<file path="config.mk">
export PLATFORM = sky130hd
export DESIGN_NAME = vedic_seq_mul
export DESIGN_NICKNAME = d
export VERILOG_FILES = /design/src/rtl/vedic_seq_mul.sv
export SDC_FILE = /design/constraint.sdc
export NUM_CORES = 1
export LEC_CHECK = 0
export ABC_AREA = 1
export BUFFER_PORTS_ARGS = -buffer_cell sky130_fd_sc_hd__buf_2
export CAP_MARGIN = 0
export CORE_MARGIN = 1
export CORE_UTILIZATION = 35
export DETAILED_ROUTE_END_ITERATION = 8
export PLACE_DENSITY = 0.51
export SYNTH_ARGS = -nofsm -noshare
export SYNTH_HDL_FRONTEND = slang
export SYNTH_SLANG_ARGS = --single-unit
</file>
<file path="constraint.sdc">
create_clock -name clk -period 3.1 [get_ports clk]
set_input_delay 0.155 -clock clk [delete_from_list [all_inputs] [get_ports clk]]
set_output_delay 0.155 -clock clk [all_outputs]
set_load 0.01 [all_outputs]
</file>
<file path="src/rtl/vedic_seq_mul.sv">
// ---------------------------------------------------------------------------
// vedic_mul_2x2 -- combinational 2-bit x 2-bit unsigned Vedic multiplier
// (vertical-and-crosswise), built from four ANDs and two half adders.
//   a, b : 2-bit operands
//   p    : 4-bit product
// ---------------------------------------------------------------------------
module vedic_mul_2x2 (
    input  logic [1:0] a,
    input  logic [1:0] b,
    output logic [3:0] p
);
    logic cross_lo;
    logic cross_hi;
    logic top;
    logic c1;

    assign cross_lo = a[1] & b[0];
    assign cross_hi = a[0] & b[1];
    assign top      = a[1] & b[1];
    assign c1       = cross_lo & cross_hi;

    assign p = {top & c1, top ^ c1, cross_lo ^ cross_hi, a[0] & b[0]};
endmodule

// ---------------------------------------------------------------------------
// vedic_seq_mul -- sequential NxN unsigned multiplier that time-shares one
// vedic_mul_2x2 core over all D*D digit pairs of the latched operands.
// One digit pair is accumulated per RUN cycle; start-to-done is K = D*D edges.
//   clk     : rising-edge clock
//   rst_n   : asynchronous active-low reset
//   start   : request a multiply, honoured only in IDLE
//   a, b    : N-bit operands, latched on the edge that accepts start
//   busy    : high in RUN and DONE (registered)
//   done    : one-cycle pulse, product valid from this cycle (registered)
//   product : 2N-bit result, held until the next result is written
// ---------------------------------------------------------------------------
module vedic_seq_mul #(
    parameter int N = 8
) (
    input  logic           clk,
    input  logic           rst_n,
    input  logic           start,
    input  logic [N-1:0]   a,
    input  logic [N-1:0]   b,
    output logic           busy,
    output logic           done,
    output logic [2*N-1:0] product
);
    localparam int D  = N / 2;
    localparam int CW = (D > 1) ? $clog2(D) : 1;
    localparam logic [CW-1:0] LAST = CW'(D - 1);

    typedef enum logic [1:0] {
        IDLE = 2'd0,
        RUN  = 2'd1,
        DONE = 2'd2
    } state_t;

    state_t state, state_next;
    logic   busy_d, done_d;

    logic [N-1:0]   a_r, b_r;
    logic [2*N-1:0] acc;
    logic [CW-1:0]  i, j;

    logic           last_j, last_step;
    logic [3:0]     pp;
    logic [CW+1:0]  shamt;
    logic [2*N-1:0] acc_sum;

    assign last_j    = (j == LAST);
    assign last_step = last_j && (i == LAST);

    // Digit pair i (of a) and j (of b) for the current step.
    vedic_mul_2x2 u_core (
        .a (a_r[{i, 1'b0} +: 2]),
        .b (b_r[{j, 1'b0} +: 2]),
        .p (pp)
    );

    // Partial-product weight is 4^(i+j), i.e. a left shift by 2*(i+j).
    assign shamt   = {({1'b0, i} + {1'b0, j}), 1'b0};
    assign acc_sum = acc + ((2 * N)'(pp) << shamt);

    // -- FSM: state register --------------------------------------------------
    // NOTE: sequential state uses non-blocking (<=) so every register samples
    // pre-edge values; blocking here would create order-dependent races.
    // busy/done are registered from the next-state decode so the outputs come
    // straight from flops with no path from the inputs.
    always_ff @(posedge clk or negedge rst_n) begin
        if (!rst_n) begin
            state <= IDLE;
            busy  <= 1'b0;
            done  <= 1'b0;
        end else begin
            state <= state_next;
            busy  <= busy_d;
            done  <= done_d;
        end
    end

    // -- FSM: next-state logic ------------------------------------------------
    // NOTE: every signal assigned in always_comb gets a default first, so no
    // path leaves it unassigned and no latch is inferred.
    always_comb begin
        state_next = state;
        unique case (state)
            IDLE:    if (start)     state_next = RUN;
            RUN:     if (last_step) state_next = DONE;
            DONE:                   state_next = IDLE;
            default:                state_next = IDLE;
        endcase
    end

    // -- FSM: output decode (feeds the output registers) ----------------------
    always_comb begin
        busy_d = 1'b0;
        done_d = 1'b0;
        if (state_next != IDLE) busy_d = 1'b1;
        if (state_next == DONE) done_d = 1'b1;
    end

    // -- Datapath ---------------------------------------------------------------
    // NOTE: operand, accumulator and counter registers are all reset so an
    // aborted multiply leaves no stale data behind; nothing here is a RAM.
    always_ff @(posedge clk or negedge rst_n) begin
        if (!rst_n) begin
            a_r     <= '0;
            b_r     <= '0;
            acc     <= '0;
            i       <= '0;
            j       <= '0;
            product <= '0;
        end else begin
            unique case (state)
                IDLE: begin
                    if (start) begin
                        a_r <= a;
                        b_r <= b;
                        acc <= '0;
                        i   <= '0;
                        j   <= '0;
                    end
                end
                RUN: begin
                    acc <= acc_sum;
                    if (last_j) begin
                        j <= '0;
                        i <= i + CW'(1);
                    end else begin
                        j <= j + CW'(1);
                    end
                    if (last_step) begin
                        product <= acc_sum;
                        i       <= '0;
                        j       <= '0;
                    end
                end
                default: ;
            endcase
        end
    end
endmodule
</file>
==> results of run 1 <==
==> cells in the final DEF, fill, tap and decap left out, types with 2 or more instances in the layout <==
cell | synthesis | routed
sky130_fd_sc_hd__a21oi_1 | 11 | 5
sky130_fd_sc_hd__a21oi_2 | 0 | 5
sky130_fd_sc_hd__a32o_2 | 0 | 2
sky130_fd_sc_hd__buf_2 | 6 | 36
sky130_fd_sc_hd__buf_4 | 1 | 14
sky130_fd_sc_hd__buf_6 | 0 | 2
sky130_fd_sc_hd__clkbuf_8 | 0 | 6
sky130_fd_sc_hd__dfrtp_1 | 56 | 56
sky130_fd_sc_hd__fa_1 | 2 | 2
sky130_fd_sc_hd__ha_1 | 21 | 12
sky130_fd_sc_hd__ha_2 | 0 | 4
sky130_fd_sc_hd__ha_4 | 0 | 5
sky130_fd_sc_hd__inv_1 | 52 | 49
sky130_fd_sc_hd__inv_2 | 5 | 6
sky130_fd_sc_hd__inv_6 | 0 | 2
sky130_fd_sc_hd__nand2_1 | 223 | 199
sky130_fd_sc_hd__nand2_2 | 2 | 24
sky130_fd_sc_hd__nand2_4 | 1 | 3
sky130_fd_sc_hd__nand3_1 | 28 | 25
sky130_fd_sc_hd__nand3_2 | 2 | 5
sky130_fd_sc_hd__nand3b_1 | 3 | 3
sky130_fd_sc_hd__nand4_1 | 2 | 2
sky130_fd_sc_hd__nor2_1 | 30 | 23
sky130_fd_sc_hd__nor2_2 | 1 | 6
sky130_fd_sc_hd__nor2_4 | 3 | 5
sky130_fd_sc_hd__nor3_2 | 0 | 2
sky130_fd_sc_hd__o21ai_0 | 10 | 9
sky130_fd_sc_hd__o21ai_1 | 1 | 2
sky130_fd_sc_hd__o21ai_2 | 3 | 3
sky130_fd_sc_hd__xnor2_1 | 2 | 2
sky130_fd_sc_hd__xor2_1 | 4 | 2
sky130_fd_sc_hd__xor2_2 | 0 | 2
==> stage by stage <==
stage	power (mW)	utilization, %
floorplan	3.16	-
global placement	3.93	40.9
detailed placement	3.94	40.9
CTS	4.48	42.3
global route	5.41	45.6
finish	4.94	45.6
==> layer usage <==
layer,global-route usage [%],wire length [µm],vias to the layer above
met5,0,0,-
met4,4.01,57,0
met3,2.28,223,4
met2,26.4,3590,46
met1,27.0,4680,1395
li1,-,-,1610
==> cell type report <==
type | count | area, µm²
clock buffers | 6 | 82.6
repair buffers | 53 | 318
flip-flops and latches | 56 | 1400
clock inverters | 2 | 38.8
multi-input cells | 361 | 2050
well taps | 129 | 161
fillers | 967 | 5130
inverters | 59 | 234
==> path summary, 6_finish.rpt <==
kind,cells past startpoint,to,slack [ns]
worst max-delay path,20,product[13],0.15
min in group asynchronous,2,product[4],0.43
worst max register to register,20,product[13],0.15
worst min-delay path,3,a_r[3],0.03
worst min register to register,2,product[9],0.49
max in group asynchronous,3,b_r[5],1.85
==> flip-flops by register name (all words and copies together) (netlist names) <==
signal,flops
acc,16
product,16
a_r,8
b_r,8
i,2
j,2
state,2
busy,1
done,1
==> timing repair <==
action | CTS | global route
gates resized for setup | 0 | 72
buffers inserted | 0 | 5
hold buffers | 1 | 0
hold endpoints to repair | 31 | 0
endpoints found under the setup margin | 0 | 23
==> worst max-delay path: stages, from the launching register on <==
cell	delay [ns]
sky130_fd_sc_hd__dfrtp_1	0.41
sky130_fd_sc_hd__inv_1	0.18
sky130_fd_sc_hd__a21oi_1	0.07
sky130_fd_sc_hd__a32o_2	0.25
sky130_fd_sc_hd__nor2_1	0.12
sky130_fd_sc_hd__ha_2	0.20
sky130_fd_sc_hd__ha_4	0.20
sky130_fd_sc_hd__nand2_2	0.05
sky130_fd_sc_hd__o21ai_2	0.06
sky130_fd_sc_hd__nand2_1	0.09
sky130_fd_sc_hd__nor2_1	0.05
sky130_fd_sc_hd__ha_1	0.37
sky130_fd_sc_hd__nand2_2	0.09
sky130_fd_sc_hd__inv_2	0.08
sky130_fd_sc_hd__nand2_2	0.06
sky130_fd_sc_hd__nor3_2	0.22
sky130_fd_sc_hd__nand2_2	0.09
sky130_fd_sc_hd__nand2_1	0.06
sky130_fd_sc_hd__nand2_1	0.06
sky130_fd_sc_hd__nand3_1	0.08
sky130_fd_sc_hd__nand2_1	0.06
==> kinds of logic after synthesis <==
family | Yosys count | share of synthesized area, %
and+or+nand+nor | 301 | 36.4
buffers and inverters | 67 | 7.69
DFF | 56 | 40.4
AOI/OAI and AO/OA | 31 | 5.27
adders and majority gates | 23 | 8.74
xor gates and xnor gates | 6 | 1.52
==> power by group through the flow <==
stage | sequential (mW) | combinational, mW | clock, mW
after floorplan | 1.30 | 1.86 | 0
after global placement | 1.29 | 2.64 | 0
after detailed placement | 1.28 | 2.66 | 0
after CTS | 1.27 | 2.67 | 0.541
after global routing | 1.33 | 3.52 | 0.559
final | 1.29 | 3.13 | 0.526
==> summary.txt, run 1 <==
Routing
  • Detailed Route Iter0 Violations: around 140
  • Antenna Violating Nets Remaining: 0
  • Total Routed Length: 8550 µm
  • Routed length per placed instance: roughly 13 µm
  • Number of iterations in the first detailed-routing pass: 5
  • Via-per-instance ratio: between 4 and 5
  • Number of remaining DRC errors: 0
  • Via count: just over 3000

CTS
  • Clock latency reported for the late side of the worst-skew pair: roughly 0.32 ns
  • H-tree levels: 2
  • Number of CTS-inserted buffers: 5
  • Reg clk slew, reported paths: 0.11 ns
  • Clock tree from TritonCTS: done
  • Root buf cell: sky130_fd_sc_hd__clkbuf_8
  • Clk sinks: between 50 and 60
  • Maximum clock insertion buffer count: 2

GRT
  • Pin count of the biggest net entering global routing: 33
  • Overall routing resource usage: roughly 18%
  • Via count of the first global-routing pass: approximately 2800
  • Number of antenna violations at the first check in global routing: 0
  • Global-route wire length before repair: approximately 14000 µm
  • Overall overflow remaining after global route: 0

Placed design
  • Worst slack at placement: roughly 0.096 ns
  • GPL Wtd Cong: 0.869
  • Dpl cells: 652
  • Port-buffer cells: 36
  • Area of placed instances: a little under 4000 µm²
  • Final HPWL DP: between 6000 and 7000 µm

STA
  • Worst setup skew after layout: between 0.02 and 0.025 ns
  • Fin. Hold Viols: 0
  • Tcrit/Tclk final: 95.3%
  • Clock period minus worst slack: about 3.0 ns
  • Hold_ws: ~0.027 ns
  • Setup TNS after final layout: 0 ns
  • Number of slew-limit violations in the final report: 0
  • RSZ-0062 raised after global routing: yes
  • Final worst slack: between 0.1 and 0.15 ns
  • Fmax: approximately 340 MHz
  • Endpoints failing setup: 0
  • Worst-margin pin slew: 0.763 ns
  • Worst max-slew margin expressed relative to the limit: between 40% and 50%

Min path
  • Launch instance of the worst min-delay path: a[3]
  • Type of the tightest min-delay check: in2reg

Worst setup path
  • Setup CP Type: reg2reg
  • Startpoint of the most critical register-to-register path: i[1]
  • Setup crit start kind: flop
  • Launching instance or port of the critical path: i[1]
  • Worst Setup End Kind: flop
  • WP data arrival: ~3.2 ns
  • Required time at the worst-slack endpoint: approximately 3.3 ns
  • Largest driver fanout on the critical path: 5

Synth
  • Top post-synthesis cells by count: sky130_fd_sc_hd__nand2_1 (223), sky130_fd_sc_hd__dfrtp_1 (56), sky130_fd_sc_hd__inv_1 (52)
  • Share of async-settable or async-resettable flops after synthesis: 100%
  • Count of yosys warnings during synthesis: 0
  • Dominant cells by area after synthesis: sky130_fd_sc_hd__dfrtp_1 (40%), sky130_fd_sc_hd__nand2_1 (24%), sky130_fd_sc_hd__ha_1 (7.6%)
  • Post-synthesis register bit count: between 50 and 60
  • EDFF count, synth: 0
  • Number of instances in the synthesized netlist: about 480
  • Most frequently used flop master after synthesis: sky130_fd_sc_hd__dfrtp_1
  • Share of the yosys chip area belonging to registers: 40.4%
  • Synthesized area: ~3500 µm²
  • Most repeated cell in the gate-level netlist after synthesis: sky130_fd_sc_hd__nand2_1
  • Mean instance size in the synthesized netlist: roughly 7.2 µm²
  • Yosys top cell by area: sky130_fd_sc_hd__dfrtp_1
  • Mapped Nets: 526
  • Fraction of synthesized cell area taken by the top area cell type: just over 40%
  • Cell variety after synth: 34

Floorplanning
  • Effective utilization at floorplan: between 30% and 40%
  • I/O pins: 37
  • Die Outline Area: between 10000 and 15000 µm²
  • Count of standard-cell rows: 35
  • Area of the core: around 9400 µm²
  • Die extent in y: 102 µm
  • X dimension of the die: slightly above 100 µm

Power and ir drop
  • Power density of the placed cells: 1150 nW/µm²
  • Switching pwr: between 2 and 2.5 mW
  • Internal power: approximately 2.6 mW
  • Static Leak: between 2 and 2.5 nW
  • Portion of total power attributed to sequential cells: 26.0%
  • Worst VDD drop: 377 µV
  • Share of power burned in combinational logic: 63.3%
  • Switching fraction of total power: between 40 and 50%
  • Clock share of power: 10.6%

Cells and area
  • Post-route insts no fill: between 600 and 700
  • Post-layout net count: about 580
  • Fraction of layout instances using a drive strength above 1: a little over a quarter
  • Final antenna diode count: 0
  • Area growth syn-to-layout: 23.8%
  • Design area: between 4000 and 5000 µm²

Run
  • Max-capacitance violation count: 0

Run status
  • Outcome: complete, no violations
Power figures use the tool's default switching activity.
==> run 2: changes to the inputs <==
--- a/config.mk
+++ b/config.mk
@@ -8,7 +8,7 @@
 export ABC_AREA = 1
 export BUFFER_PORTS_ARGS = -buffer_cell sky130_fd_sc_hd__buf_2
 export CAP_MARGIN = 0
-export CORE_MARGIN = 1
+export CORE_MARGIN = 2
 export CORE_UTILIZATION = 35
 export DETAILED_ROUTE_END_ITERATION = 8
 export PLACE_DENSITY = 0.51
==> run 2 against run 1 <==
Effect of this change: final area about the same; flip-flop and latch count unchanged; worst hold slack got worse by 0.0075 ns; clock power decreased by 17%; first-iteration DRC count increased by 8.1%; worst setup slack got worse by 0.037 ns; critical endpoint is now acc[15]; final cell count increased by 1.1%; sequential power about the same; highest routed layer unchanged; via count increased by 1.8%.
==> summary.txt, run 2 (synthesized netlist as in run 1, its figures left out) <==
Run status
  • Outcome: complete, no violations

STA
  • Tcrit/Tclk final: 96.5% (+1.2 points)
  • Final worst slack: 0.109 ns (-0.0369 ns)
  • Endpoints failing setup: 0 (unchanged)
  • Fin. Hold Viols: 0 (unchanged)
  • Fmax: 334 MHz (-1.2%)
  • Worst setup skew after layout: 0.00392 ns (-0.0161 ns)
  • Worst max-slew margin expressed relative to the limit: 46.5% (-2.6 points)
  • Number of slew-limit violations in the final report: 0 (unchanged)
  • Setup TNS after final layout: 0 ns (unchanged)
  • Clock period minus worst slack: 2.99 ns (+0.0369 ns)
  • Worst-margin pin slew: 0.803 ns (+0.0397 ns)
  • RSZ-0062 raised after global routing: yes

Power and ir drop
  • Internal power: 2.49 mW (-2.9%)
  • Switching fraction of total power: 48.9% (+0.71 points)
  • Static Leak: 2.31 nW (+2.4%)
  • Share of power burned in combinational logic: 64.5% (+1.2 points)
  • Worst VDD drop: 413 µV (+9.5%)
  • Clock share of power: 9.0% (-1.6 points)
  • Switching pwr: 2.38 mW (-0.11%)
  • Power density of the placed cells: 1130 nW/µm² (-1.6%)
  • Portion of total power attributed to sequential cells: 26.5% (+0.5 points)

Placed design
  • Port-buffer cells: 36 (unchanged)
  • Worst slack at placement: -0.0797 ns (-0.176 ns)
  • Final HPWL DP: 6210 µm (-0.86%)
  • GPL Wtd Cong: 0.880 (+1.2%)

GRT
  • Global-route wire length before repair: 14600 µm (+6.0%)
  • Number of antenna violations at the first check in global routing: 0 (unchanged)
  • Pin count of the biggest net entering global routing: 36 (+9.1%)
  • Overall routing resource usage: 16.7% (-0.94 points)
  • Overall overflow remaining after global route: 0 (unchanged)
  • Via count of the first global-routing pass: 3017 (+7.4%)

Cells and area
  • Highest-count cells in the layout ignoring fill and taps: sky130_fd_sc_hd__nand2_1 (194), sky130_fd_sc_hd__dfrtp_1 (54), sky130_fd_sc_hd__inv_1 (42)
  • Final antenna diode count: 0 (unchanged)
  • Register area: 1400 µm² (+0.18%)
  • Total of fill cells in the finished design: 1038 (+7.3%)
  • Fraction of layout instances using a drive strength above 1: 28.9% (+2.8 points)
  • Biggest regs: acc x16, product x16
  • Area growth syn-to-layout: 23.8% (about the same)
  • Most common cell after layout, fill and taps aside: sky130_fd_sc_hd__nand2_1
  • Post-layout net count: 581 (+0.52%)
  • Area occupied by multi-input gates: 2060 µm² (+0.49%)

Routing
  • Via count: 3109 (+1.8%)
  • Detailed Route Iter0 Violations: 147 (+8.1%)
  • Via-per-instance ratio: 4.62 (+0.71%)
  • Routed length per placed instance: 13.1 µm (+1.7%)
  • Antenna Violating Nets Remaining: 0 (unchanged)
  • Number of iterations in the first detailed-routing pass: 4 (-1)
  • Number of remaining DRC errors: 0 (unchanged)
  • Total Routed Length: 8790 µm (+2.8%)

CTS
  • Clock tree from TritonCTS: done
  • Number of CTS-inserted buffers: 5 (unchanged)
  • Reg clk slew, reported paths: 0.10 ns (about the same)
  • Clock latency reported for the late side of the worst-skew pair: 0.32 ns (about the same)
  • Clk sinks: 56 (unchanged)
  • Root buf cell: sky130_fd_sc_hd__clkbuf_8
  • H-tree levels: 2 (unchanged)
  • Maximum clock insertion buffer count: 2 (unchanged)

Worst setup path
  • Setup crit start kind: flop
  • WP data arrival: 3.21 ns (+0.04 ns)
  • Required time at the worst-slack endpoint: 3.32 ns (about the same)
  • Largest driver fanout on the critical path: 5 (unchanged)
  • Worst Setup End Kind: flop
  • Startpoint of the most critical register-to-register path: j[0]
  • Setup CP Type: reg2reg
  • Reg-to-Reg End: acc[15]
  • Register-to-register setup slack: 0.11 ns (-0.04 ns)
  • Cell count of the worst reg-to-reg path: 20 (unchanged)

Min path
  • Type of the tightest min-delay check: in2reg
  • Worst Hold End: a_r[1]
  • Launch instance of the worst min-delay path: a[1]
  • Cell depth of the worst min-delay path: 3 (unchanged)

Floorplanning
  • X dimension of the die: 104 µm (+2.0%)
  • Die Outline Area: 10700 µm² (+4.0%)
  • Area of the core: 9680 µm² (+2.9%)
  • I/O pins: 37 (unchanged)
  • Die extent in y: 104 µm (+2.0%)
  • Count of standard-cell rows: 36 (+2.9%)
  • Effective utilization at floorplan: 35.8% (-1.0 points)

Run
  • Max-capacitance violation count: 0 (unchanged)
-- run 2: cell types whose count changed in the layout (fill, tap and decap cells not counted), sizes merged --
cell      delta
clkinv       -1
clkinvlp     +1
bufinv       -1
clkbuf       +1
buf          +3
-- run 2: critical path, stage by stage, from the launching register on --
cell and delay [ns]:
sky130_fd_sc_hd__dfrtp_2 0.43, sky130_fd_sc_hd__buf_6 0.13, sky130_fd_sc_hd__inv_4 0.05, sky130_fd_sc_hd__nand2_2 0.04, sky130_fd_sc_hd__a32o_2 0.27, sky130_fd_sc_hd__nor2_1 0.12, sky130_fd_sc_hd__ha_2 0.20, sky130_fd_sc_hd__ha_4 0.14
sky130_fd_sc_hd__nand2_2 0.07, sky130_fd_sc_hd__nor2_2 0.12, sky130_fd_sc_hd__a31oi_2 0.06, sky130_fd_sc_hd__nor2_2 0.13, sky130_fd_sc_hd__ha_1 0.31, sky130_fd_sc_hd__nand2_2 0.15, sky130_fd_sc_hd__inv_1 0.05, sky130_fd_sc_hd__nand2_1 0.06
sky130_fd_sc_hd__nand2_1 0.07, sky130_fd_sc_hd__a21oi_2 0.20, sky130_fd_sc_hd__nand3_2 0.14, sky130_fd_sc_hd__nand3_2 0.10, sky130_fd_sc_hd__nand2_1 0.05
-- run 2: power groups by stage --
| stage | sequential [mW] | clock, mW | combinational, mW |
|---|---|---|---|
| after CTS | 1.28 | 0.451 | 2.65 |
| after global routing | 1.33 | 0.481 | 3.53 |
| after global placement | 1.31 | 0 | 2.56 |
| after floorplan | 1.30 | 0 | 1.86 |
| after detailed placement | 1.30 | 0 | 2.60 |
| final | 1.29 | 0.439 | 3.14 |
-- run 2: final cells by class --
type / count / share of cell area, %
timing repair buffer: 56 / 7.84
clock buffer: 7 / 2.01
inverter: 59 / 5.28
sequential: 56 / 32.7
clock inverter: 1 / 0.175
multi-input combinational: 361 / 48.1
tap: 133 / 3.88
-- run 2: stage by stage --
stage	instances	total power [mW]	hold slack (ns)	utilization (%)	instance area, µm²
floorplan	484	3.16	-0.141	-	3470
global placement	656	3.87	0.295	39.8	3850
detailed placement	656	3.90	0.309	39.8	3850
CTS	668	4.38	0.0157	41.1	3980
global route	673	5.34	0.0181	44.3	4290
finish	673	4.87	0.0193	44.3	4290
-- run 2: worst max-delay path by stage --
stage	end	depth (start not counted)	from	slack (ns)
finish	acc[15]	20	j[0]	0.11
global route	product[15]	20	j[0]	-0.09
CTS	product[8]	15	i[0]	0.03
detailed placement	product[8]	15	j[0]	-0.08
global placement	product[8]	15	j[0]	0.02
floorplan	acc[12]	17	j[0]	0.14
-- run 2: layer usage --
layer | GRT usage [%] | share of wire [%] | vias to the layer above | routed length (µm)
li1 | - | - | 1616 | -
met3 | 3.08 | 3.3 | 7 | 287
met1 | 24.3 | 50 | 1440 | 4420
met2 | 26.2 | 46 | 46 | 4000
met4 | 3.47 | 0.91 | 0 | 80
met5 | 0 | 0 | - | 0
-- run 2: what timing repair did --
| item | in CTS | in global routing |
|---|---|---|
| resized for setup | 2 | 83 |
| cloned | 0 | 0 |
| setup buffers | 3 | 5 |
| setup endpoints to repair | 11 | 24 |
| endpoints found under the hold margin | 33 | 0 |
| pin swaps | 0 | 37 |
| hold buffers | 1 | 0 |
==> run 3: changes to the inputs <==
--- a/config.mk
+++ b/config.mk
@@ -11,7 +11,7 @@
 export CORE_MARGIN = 2
 export CORE_UTILIZATION = 35
 export DETAILED_ROUTE_END_ITERATION = 8
-export PLACE_DENSITY = 0.51
+export PLACE_DENSITY = 0.49
 export SYNTH_ARGS = -nofsm -noshare
 export SYNTH_HDL_FRONTEND = slang
 export SYNTH_SLANG_ARGS = --single-unit
==> constraint.sdc (replaced) <==
create_clock -name clk -period 3.4 [get_ports clk]
set_input_delay 0.17 -clock clk [delete_from_list [all_inputs] [get_ports clk]]
set_output_delay 0.17 -clock clk [all_outputs]
set_load 0.01 [all_outputs]
==> run 3 against run 2 <==
Effect of this change: flip-flop and latch count did not move; sequential share of layout area rose by 3.2 points; worst hold slack improved by 0.036 ns; critical path depth fell by 5; routed wire length fell by 4.8%; critical endpoint is now product[8].
==> summary.txt, run 3 (synthesized netlist as in run 1, its figures left out) <==
Power and ir drop
  • Internal power: 1.95 mW (-21%)
  • Portion of total power attributed to sequential cells: 30.6% (+4.1 points)
  • Switching pwr: 1.92 mW (-20%)
  • Clock share of power: 9.6% (+0.6 points)
  • Share of power burned in combinational logic: 59.8% (-4.7 points)
  • Static Leak: 2.16 nW (-6.4%)
  • Power density of the placed cells: 991 nW/µm² (-13%)
  • Post-layout total power: 3.87 mW (-20%)
  • Worst VDD drop: 291 µV (-30%)
  • Switching fraction of total power: 49.5% (+0.57 points)

STA
  • Final worst slack: 0.245 ns (+0.136 ns)
  • Fin. Hold Viols: 0 (unchanged)
  • RSZ-0062 raised after global routing: no
  • Setup TNS after final layout: 0 ns (unchanged)
  • Endpoints failing setup: 0 (unchanged)
  • Worst-margin pin slew: 0.666 ns (-0.137 ns)
  • Tcrit/Tclk final: 92.8% (-3.7 points)
  • Clock period minus worst slack: 3.15 ns (+0.164 ns)
  • Worst setup skew after layout: 0.0103 ns (+0.00637 ns)
  • Hold_ws: 0.0549 ns (+0.0356 ns)
  • Worst max-slew margin expressed relative to the limit: 55.6% (+9.1 points)
  • Number of slew-limit violations in the final report: 0 (unchanged)
  • Fmax: 317 MHz (-5.2%)

Worst setup path
  • Required time at the worst-slack endpoint: 3.65 ns (+0.33 ns)
  • Setup crit start kind: flop
  • Worst Setup End Kind: flop
  • Setup CP Type: reg2reg
  • Largest driver fanout on the critical path: 9 (+4)
  • WP data arrival: 3.40 ns (+0.19 ns)

CTS
  • Number of CTS-inserted buffers: 5 (unchanged)
  • Setup bufs post-CTS: 0 (-3)
  • Clock latency reported for the late side of the worst-skew pair: 0.31 ns (about the same)
  • Maximum clock insertion buffer count: 2 (unchanged)
  • Clk sinks: 56 (unchanged)
  • Root buf cell: sky130_fd_sc_hd__clkbuf_8
  • H-tree levels: 2 (unchanged)
  • Clock tree from TritonCTS: done
  • Reg clk slew, reported paths: 0.10 ns (about the same)

Floorplanning
  • Die extent in y: 104 µm (unchanged)
  • I/O pins: 37 (unchanged)
  • Die Outline Area: 10700 µm² (unchanged)
  • Area of the core: 9680 µm² (unchanged)
  • Count of standard-cell rows: 36 (unchanged)
  • X dimension of the die: 104 µm (unchanged)
  • Effective utilization at floorplan: 35.8% (unchanged)

Placed design
  • Worst slack at placement: 0.144 ns (+0.223 ns)
  • Port-buffer cells: 36 (unchanged)
  • Area of placed instances: 3790 µm² (-1.6%)
  • Final HPWL DP: 6370 µm (+2.6%)
  • GPL Wtd Cong: 0.884 (+0.49%)

Cells and area
  • Most common cell after layout, fill and taps aside: sky130_fd_sc_hd__nand2_1
  • Biggest regs: acc x16, product x16
  • Post-layout net count: 565 (-2.8%)
  • Area growth syn-to-layout: 12.7%
  • Highest-count cells in the layout ignoring fill and taps: sky130_fd_sc_hd__nand2_1 (222), sky130_fd_sc_hd__dfrtp_1 (54), sky130_fd_sc_hd__inv_1 (51)
  • Fraction of layout instances using a drive strength above 1: 13.7% (-15 points)
  • Final antenna diode count: 0 (unchanged)
  • Design area: 3910 µm² (-9.0%)

Routing
  • Antenna Violating Nets Remaining: 0 (unchanged)
  • Detailed Route Iter0 Violations: 126 (-14%)
  • Number of iterations in the first detailed-routing pass: 4 (unchanged)
  • Number of remaining DRC errors: 0 (unchanged)
  • Total Routed Length: 8360 µm (-4.8%)
  • Routed length per placed instance: 12.7 µm (-2.5%)
  • Via count: 2997 (-3.6%)
  • Via-per-instance ratio: 4.56 (-1.3%)

GRT
  • Pin count of the biggest net entering global routing: 30 (-17%)
  • Global-route wire length before repair: 15000 µm (+2.7%)
  • Via count of the first global-routing pass: 3106 (+2.9%)
  • Number of antenna violations at the first check in global routing: 0 (unchanged)
  • Overall routing resource usage: 17.0% (+0.30 points)
  • Overall overflow remaining after global route: 0 (unchanged)

Run status
  • Outcome: complete, no violations

Min path
  • Type of the tightest min-delay check: in2reg

Run
  • Max-capacitance violation count: 0 (unchanged)
run 3: cell types whose count changed in the layout (fill, tap and decap cells not counted), sizes merged:
cell	delta
clkinv	+1
clkinvlp	-1
buf	-16
inv	+1
clkbuf	-1
run 3: final timing paths:
check	from	endpoint	slack, ns	depth (start not counted)
worst max-delay path	j[0]	product[8]	0.25	15
worst min-delay path	a[6]	a_r[6]	0.05	3
worst max register to register	j[0]	product[8]	0.25	15
worst min register to register	a_r[0]	a_r[0]	0.48	2
max in group asynchronous	rst_n	product[13]	2.15	3
min in group asynchronous	rst_n	a_r[6]	0.42	2
run 3: worst max-delay path, stage by stage, from the launching register on:
cell	delay, ns
sky130_fd_sc_hd__dfrtp_2	0.47
sky130_fd_sc_hd__ha_1	0.17
sky130_fd_sc_hd__inv_1	0.05
sky130_fd_sc_hd__fa_1	0.52
sky130_fd_sc_hd__inv_1	0.10
sky130_fd_sc_hd__nor4_1	0.33
sky130_fd_sc_hd__ha_1	0.23
sky130_fd_sc_hd__inv_1	0.06
sky130_fd_sc_hd__fa_1	0.35
sky130_fd_sc_hd__inv_1	0.12
sky130_fd_sc_hd__nand3_1	0.09
sky130_fd_sc_hd__nand2_2	0.12
sky130_fd_sc_hd__a21oi_1	0.09
sky130_fd_sc_hd__xnor2_1	0.24
sky130_fd_sc_hd__nand2_1	0.09
sky130_fd_sc_hd__nand2_1	0.08
run 3: power by group through the flow:
stage          Sequential [mW]  Clock (mW)  Combinational, mW
4_1_cts                   1.18       0.392               2.31
2_1_floorplan             1.19           0               1.69
3_5_place_dp              1.19           0               2.30
6_report                  1.19       0.370               2.32
3_3_place_gp              1.20           0               2.28
5_1_grt                   1.22       0.418               2.72
run 3: through the flow:
| step | std cells | utilization (%) |
|---|---|---|
| after floorplan | 484 | - |
| after global placement | 648 | 39.2 |
| after detailed placement | 648 | 39.2 |
| after CTS | 657 | 40.2 |
| after global routing | 657 | 40.3 |
| final | 657 | 40.3 |
run 3: timing repair:
| action | CTS | global route |
|---|---|---|
| setup endpoints to repair | 0 | 18 |
| endpoints found under the hold margin | 28 | 0 |
| hold buffers | 1 | 0 |
| resized for setup | 0 | 6 |
run 3: layer usage:
metal  track usage, %  vias to the layer above  routed length (µm)
met5                0                        -                   0
met4             3.86                        0                  68
met3             2.27                        4                 225
met2             27.5                       43                3660
met1             24.4                     1355                4410
li1                 -                     1595                   -
run 3: cell type report:
cell class / instances / area (µm²)
tap: 133 / 166
inverter: 59 / 224
clock inverter: 2 / 13.8
multi-input combinational: 361 / 1810
clock buffer: 6 / 72.6
timing repair buffer: 40 / 213
fill: 1041 / 5780
sequential: 56 / 1400
